==> config.mk <==
export PLATFORM = sky130hd
export DESIGN_NAME = hamming_encoder_stream
export DESIGN_NICKNAME = d
export VERILOG_FILES = /design/src/rtl/hamming_encoder_stream.sv
export SDC_FILE = /design/constraint.sdc
export NUM_CORES = 1
export LEC_CHECK = 0
export CORE_UTILIZATION = 53
export CTS_BUF_LIST = sky130_fd_sc_hd__clkbuf_4
export CTS_CLUSTER_DIAMETER = 120
export DETAILED_ROUTE_END_ITERATION = 6
export PLACE_DENSITY = 0.83
export SLEW_MARGIN = 10
export SYNTH_ARGS = -nofsm -noshare
export SYNTH_HDL_FRONTEND = slang
export SYNTH_SLANG_ARGS = --single-unit
==> constraint.sdc <==
create_clock -name clk -period 4.6 [get_ports clk]
set_input_delay 0.92 -clock clk [delete_from_list [all_inputs] [get_ports clk]]
set_output_delay 0.92 -clock clk [all_outputs]
set_load 0.01 [all_outputs]
==> src/rtl/hamming_encoder_stream.sv <==
// hamming_encoder_stream: SECDED Hamming(12,8)+word-parity encoder with skid-buffered stream output
module hamming_encoder_stream #(
    parameter int CNT_W = 16
) (
    input  logic             clk,
    input  logic             rst_n,
    input  logic             in_valid,
    output logic             in_ready,
    input  logic [7:0]       in_data,
    input  logic [12:0]      in_inject,
    output logic             out_valid,
    input  logic             out_ready,
    output logic [12:0]      out_code,
    input  logic             clear_counts,
    output logic [CNT_W-1:0] word_count,
    output logic [CNT_W-1:0] inject_count
);
    logic [11:0] cw;
    logic [12:0] enc;
    logic        p1, p2, p4, p8;
    logic        inj, accept, load, fire;
    logic        out_inj, skid_full, skid_inj;
    logic [12:0] skid_code;

    assign p1 = in_data[0] ^ in_data[1] ^ in_data[3] ^ in_data[4] ^ in_data[6];
    assign p2 = in_data[0] ^ in_data[2] ^ in_data[3] ^ in_data[5] ^ in_data[6];
    assign p4 = in_data[1] ^ in_data[2] ^ in_data[3] ^ in_data[7];
    assign p8 = ^in_data[7:4];
    assign cw = {in_data[7:4], p8, in_data[3:1], p4, in_data[0], p2, p1};
    assign enc = {^cw, cw} ^ in_inject;
    assign inj = |in_inject;

    assign in_ready = ~skid_full;
    assign accept = in_valid & ~skid_full;
    assign fire = out_valid & out_ready;
    assign load = ~out_valid | out_ready;

    // output register refills from skid first, then input; skid catches a word accepted during a stall
    always_ff @(posedge clk or negedge rst_n) begin
        if (!rst_n) begin
            out_valid <= 1'b0;
            out_code  <= 13'd0;
            out_inj   <= 1'b0;
            skid_full <= 1'b0;
            skid_code <= 13'd0;
            skid_inj  <= 1'b0;
        end else if (load) begin
            if (skid_full) begin
                out_valid <= 1'b1;
                out_code  <= skid_code;
                out_inj   <= skid_inj;
                skid_full <= 1'b0;
            end else if (accept) begin
                out_valid <= 1'b1;
                out_code  <= enc;
                out_inj   <= inj;
            end else begin
                out_valid <= 1'b0;
            end
        end else if (accept) begin
            skid_full <= 1'b1;
            skid_code <= enc;
            skid_inj  <= inj;
        end
    end

    // saturating delivery counters; clear overrides a same-cycle increment
    always_ff @(posedge clk or negedge rst_n) begin
        if (!rst_n) begin
            word_count   <= '0;
            inject_count <= '0;
        end else if (clear_counts) begin
            word_count   <= '0;
            inject_count <= '0;
        end else if (fire) begin
            if (word_count != '1)
                word_count <= word_count + CNT_W'(1);
            if (out_inj && inject_count != '1)
                inject_count <= inject_count + CNT_W'(1);
        end
    end
endmodule

* After elaboration in Yosys (flattened, before gate mapping)
Index checks and enable logic that the tools add are counted.
** Word-level totals
- Register bits after elaboration :: 62
- Bits in latches :: 0
- RAM bits :: 0
- Bits in read-only memories :: 0
- Input port bits :: 26
- Word-level logic and storage cells :: 57
- Memories kept :: 0
** Cells by class
- Add/sub/neg operators :: 2
- Multipliers :: 0
- Divide/modulo/power cells :: 0
- Order comparisons :: 0
- Equal/unequal tests :: 2
- Shifts and indexed selects :: 0
- Mux-type cells :: 14
- Bitwise gates (word level) :: 18
- Reduce and logical (&&, ||, !) cells :: 13
** Operator list (number)
- 16-bit 2-to-1 mux :: 6
- 16-bit by 1-bit adder with 16-bit output (second input constant) :: 2
- 16-bit inequality test (second input constant) :: 2
- 13-bit 2-to-1 mux :: 2
- 13-bit OR reduction :: 1
- 13-bit bitwise XOR :: 1
- 12-bit parity :: 1
- 1-bit bitwise XOR :: 11
- 2-bit nonzero test :: 5
- 2-bit AND reduction :: 4
- 1-bit 2-to-1 mux :: 6
- 4-bit parity :: 1
- 1-bit inverter :: 3
- 1-bit bitwise AND :: 2
- 1-bit logical AND :: 1
- 1-bit OR :: 1

* Longest topological paths before layout
- Depth in word-level cells :: 8
- Mapped depth :: 6
- Depth with buffers taken out :: 5

* Least setup slack after synthesis
OpenSTA, ideal clock, no wires.
- Path type :: in2reg
- Start point :: input port out_ready
- End point :: register inject_count[8]
- Library setup time :: 0.078 ns
- Data arrival time :: 2.061 ns
- Required time :: 4.522 ns
- Slack :: 2.461 ns
- Stages on the path :: 5
- Cell sequence :: nand3_2 or3_1 buf_2 or4_1 a21oi_1
** On the way
- Cells in the longest elaborated chain, start to end :: 3
** Ends and longest elaborated chain
- start, declared :: line 12 : input logic out_ready,
- 1-bit bitwise AND :: line 35 : assign fire = out_valid & out_ready;
- 2-bit nonzero test (no line)
- 2-bit AND reduction (no line)
- end signal, assigned :: line 79 : inject_count <= inject_count + CNT_W'(1);
- end, declared :: line 16 : output logic [CNT_W-1:0] inject_count
No other way between the ends.
A chain may end at the register's enable or synchronous reset.

* Final worst setup path
- Start point :: register skid_full
- End point :: output port in_ready
** On the way
- Cells in the longest elaborated chain, start to end :: 1
** Ends and longest elaborated chain
- start, declared :: line 22 : logic out_inj, skid_full, skid_inj;
- start signal, assigned :: line 44 : skid_full <= 1'b0;
- start signal, assigned :: line 52 : skid_full <= 1'b0;
- start signal, assigned :: line 61 : skid_full <= 1'b1;
- 1-bit inverter :: line 33 : assign in_ready = ~skid_full;
- end, declared :: line 8 : output logic in_ready,
No other way between the ends.

==> out/summary.txt <==
GPL Wtd Cong - 0.848
Seq pwr share - 47.2%
CP arrival - 2.20 ns
Fill cells - 478
Met2 WL - 3.94 mm
Clock Tree Buf Depth - 2
Area of placed instances - 0.00413 sq mm
Crit end category - primary output
Post-DP HPWL - 5.68 mm
Status - finished clean
P_leak - 1.76 nW
Peak VDD IR - 265 uV
Max Clk Rate - 320 MHz
Final Hold Viols - 0
TNS Setup - 0 ns
Post-synthesis sequential area ratio - 46.3%
Area delta synth->final - 28.1%
Placed insts - 501
CP bufs+invs - 2
Pint - 1.02 mW
Width of the die - 81.5 um
DR vias/cell - 5.94
Max Cap Violations - 0
Sequential Area - 0.00155 sq mm
First-pass GRT wire length - 13.2 mm
TritonCTS buffer count - 9
# IOs - 73
RR Startpoint - skid_full$_DFFE_PN0P_
Met3 routed WL - 457 um
Footprint of the multi-input gates - 0.00171 sq mm
Flops & latches, synth - 62
H-tree lvl count - 3
Clock latency on the worst-skew pair - 0.41 ns
Max_slew headroom - 39.3%
DRT met1 WL - 3.49 mm
Vias in the first global route - 2896
Crit. Startpoint - skid_full$_DFFE_PN0P_
Mapped Cells - 366
TritonCTS clock tree - done
Asr flop ratio synth - 100%
Most common flop cell mapped by yosys - dfrtp_1
# diodes - 0
Worst hold start - out_code[10]$_DFFE_PN0P_
Initial antenna violation count - 0
Clock Skews - 0.00990 ns
CP peak stage delay - 0.82 ns
Post-Syn Nets - 394
Fin nets - 465
Gr ovfl total - 0
PortBufs - 72
# rows - 28
Iteration-0 DRC Markers - 268
Critical Path, Cell by Cell - clkinv_1 > clkdlybuf4s50_1
Count of pins over their slew limit - 0
Setup bufs post-CTS - 0
Starting Density - 55.6%
Hold Slack - 0.486 ns
Fin crit share - 67.9%
Final setup fails - 0
Logic pwr share - 19.6%
Fin cells - 516
Placeable core area - 0.00603 sq mm
Sw Share - 26.8%
Largest net degree at the start of global routing - 44
Final non-filler cell area - 0.00430 sq mm
CP Launch Type - flip-flop
# DRC - 0
PD cells - 324 mW/mm^2
RSZ-0062 raised after global routing - false
Drt first pass iters - 5
Sw power - 374 uW
CP required - 3.68 ns
Clock group share of total power - 33.1%
Slowest-stage cell, CP - dfrtp_1
Post-CTS Hold Fix Bufs - 0
Worst min-delay path class - flip-flop to flip-flop
Tightest Pin Transition - 0.910 ns
Clk sinks - 62
Die ar. - 0.00665 sq mm
Final ANT Viol Nets - 0
Final min period - 3.12 ns
Post-Syn Area - 0.00335 sq mm
Post-Route WL - 7.99 mm
Root Buffer - clkbuf_4
Post_cts resized - 0
Routed wire length per instance - 15.5 um
Distinct cells, synth - 45
Total number of vias - 3065
Die H - 81.5 um
Delay-heaviest family, CP - buffers and inverters
Post-synth EDFFs - 0
Syn avg cell area - 9.16 sq um
Highest routed layer - met4
Maximum fanout along the worst path - 24
Share of cells above drive strength 1 - 7.94%
Syn. warnings - 0
Setup Crit Path Kind - flip-flop to primary output
Reg clk slew, reported paths - 0.10 ns
Global Route Usage Sum - 26.4%
-- worst min-delay path: stages, from the launching register on --
cell and delay, ns:
dfrtp_1 0.36, nand2_1 0.04, o21ai_0 0.06
-- registers in the layout (all words and copies together), names as in the netlist --
signal / count
out_inj: 1
inject_count: 16
skid_full: 1
out_valid: 1
skid_code: 13
skid_inj: 1
word_count: 16
out_code: 13
-- power groups by stage --
stage	combinational [mW]	clock, mW	sequential [mW]
2_1_floorplan	0.126	0	0.671
3_3_place_gp	0.266	0	0.665
3_5_place_dp	0.278	0	0.666
4_1_cts	0.277	0.468	0.657
5_1_grt	0.305	0.493	0.668
6_report	0.274	0.462	0.658
-- routing by layer --
metal  GRT usage (%)  up-vias
li1                -     1458
met4            9.82        0
met5               0        -
met2            43.5      118
met3            7.11       12
met1            33.0     1477
-- cell type report --
| cell class | instances | share of cell area, % |
|---|---|---|
| Clock inverter | 6 | 2.36 |
| Timing Repair Buffer | 75 | 17.2 |
| Clock buffer | 9 | 1.57 |
| Multi-Input combinational cell | 280 | 39.8 |
| Inverter | 9 | 0.786 |
| Tap cell | 75 | 2.18 |
| Sequential cell | 62 | 36.1 |
-- layout by cell type, fill, tap and decap left out, drive strengths merged, types with 3 or more instances in the layout --
cell type      count
nor4               6
xnor2             20
nor2              30
xor2               5
buf                4
dfrtp             62
and4               3
nor2b             11
o21ai             34
a311oi             3
clkdlybuf4s50     71
nand3              9
mux2i              4
inv                7
or4                5
and3              10
nor3               6
mux2              12
clkbuf             9
a21oi             28
o31ai              7
nand2             47
or3                5
a31oi              5
a211oi             4
bufinv             3
clkinv             5
nand4              9
-- worst paths after layout --
path                                                      to  cells past startpoint  slack, ns
max in group asynchronous       inject_count[13]$_DFFE_PN0P_                      2       3.14
worst max-delay path                                in_ready                      2       1.48
worst max register to register      skid_code[7]$_DFFE_PN0P_                      4       2.30
min in group asynchronous          word_count[6]$_DFFE_PN0P_                      1       0.63
worst min-delay path                out_code[10]$_DFFE_PN0P_                      2       0.49
worst min register to register      out_code[10]$_DFFE_PN0P_                      2       0.49
-- through the flow --
stage	util, %	total power, mW	setup slack [ns]
after floorplan	-	0.796	2.46
after global placement	68.5	0.931	1.72
after detailed placement	68.5	0.943	1.60
after CTS	71.3	1.40	1.48
after global routing	71.3	1.47	1.33
final	71.3	1.39	1.48
-- Yosys cell counts (3+ instances only) --
cell	count	share of area, %
clkbuf_1	13	1.5
mux2_2	12	4.0
dfrtp_1	62	46
nor3_1	6	0.90
nand4_1	9	1.7
nand2_1	47	5.3
xnor2_1	20	5.2
nor2b_1	11	2.1
or3_1	5	0.93
nand3_1	8	1.2
o21ai_0	33	4.9
and3_1	8	1.5
mux2i_1	4	1.2
xor2_1	5	1.3
inv_1	7	0.78
a21oi_1	28	4.2
a311oi_1	3	0.78
o31ai_1	7	1.6
nor2_1	30	3.4
a211oi_1	4	0.90
or4_1	4	0.90
nor4_1	5	0.93
a31oi_1	5	0.93
-- kinds of logic (layout without fill, tap and decap cells) --
| group | Yosys count | after routing | synth area share (%) |
|---|---|---|---|
| xor+xnor | 26 | 26 | 7.20 |
| flops | 62 | 62 | 46.3 |
| simple gates | 149 | 149 | 22.8 |
| mux | 16 | 16 | 5.22 |
| buf+inv | 24 | 99 | 2.76 |
| compound gates | 87 | 87 | 15.0 |
| fa+ha+maj | 2 | 2 | 0.746 |
(Power assumes the default switching activity.)
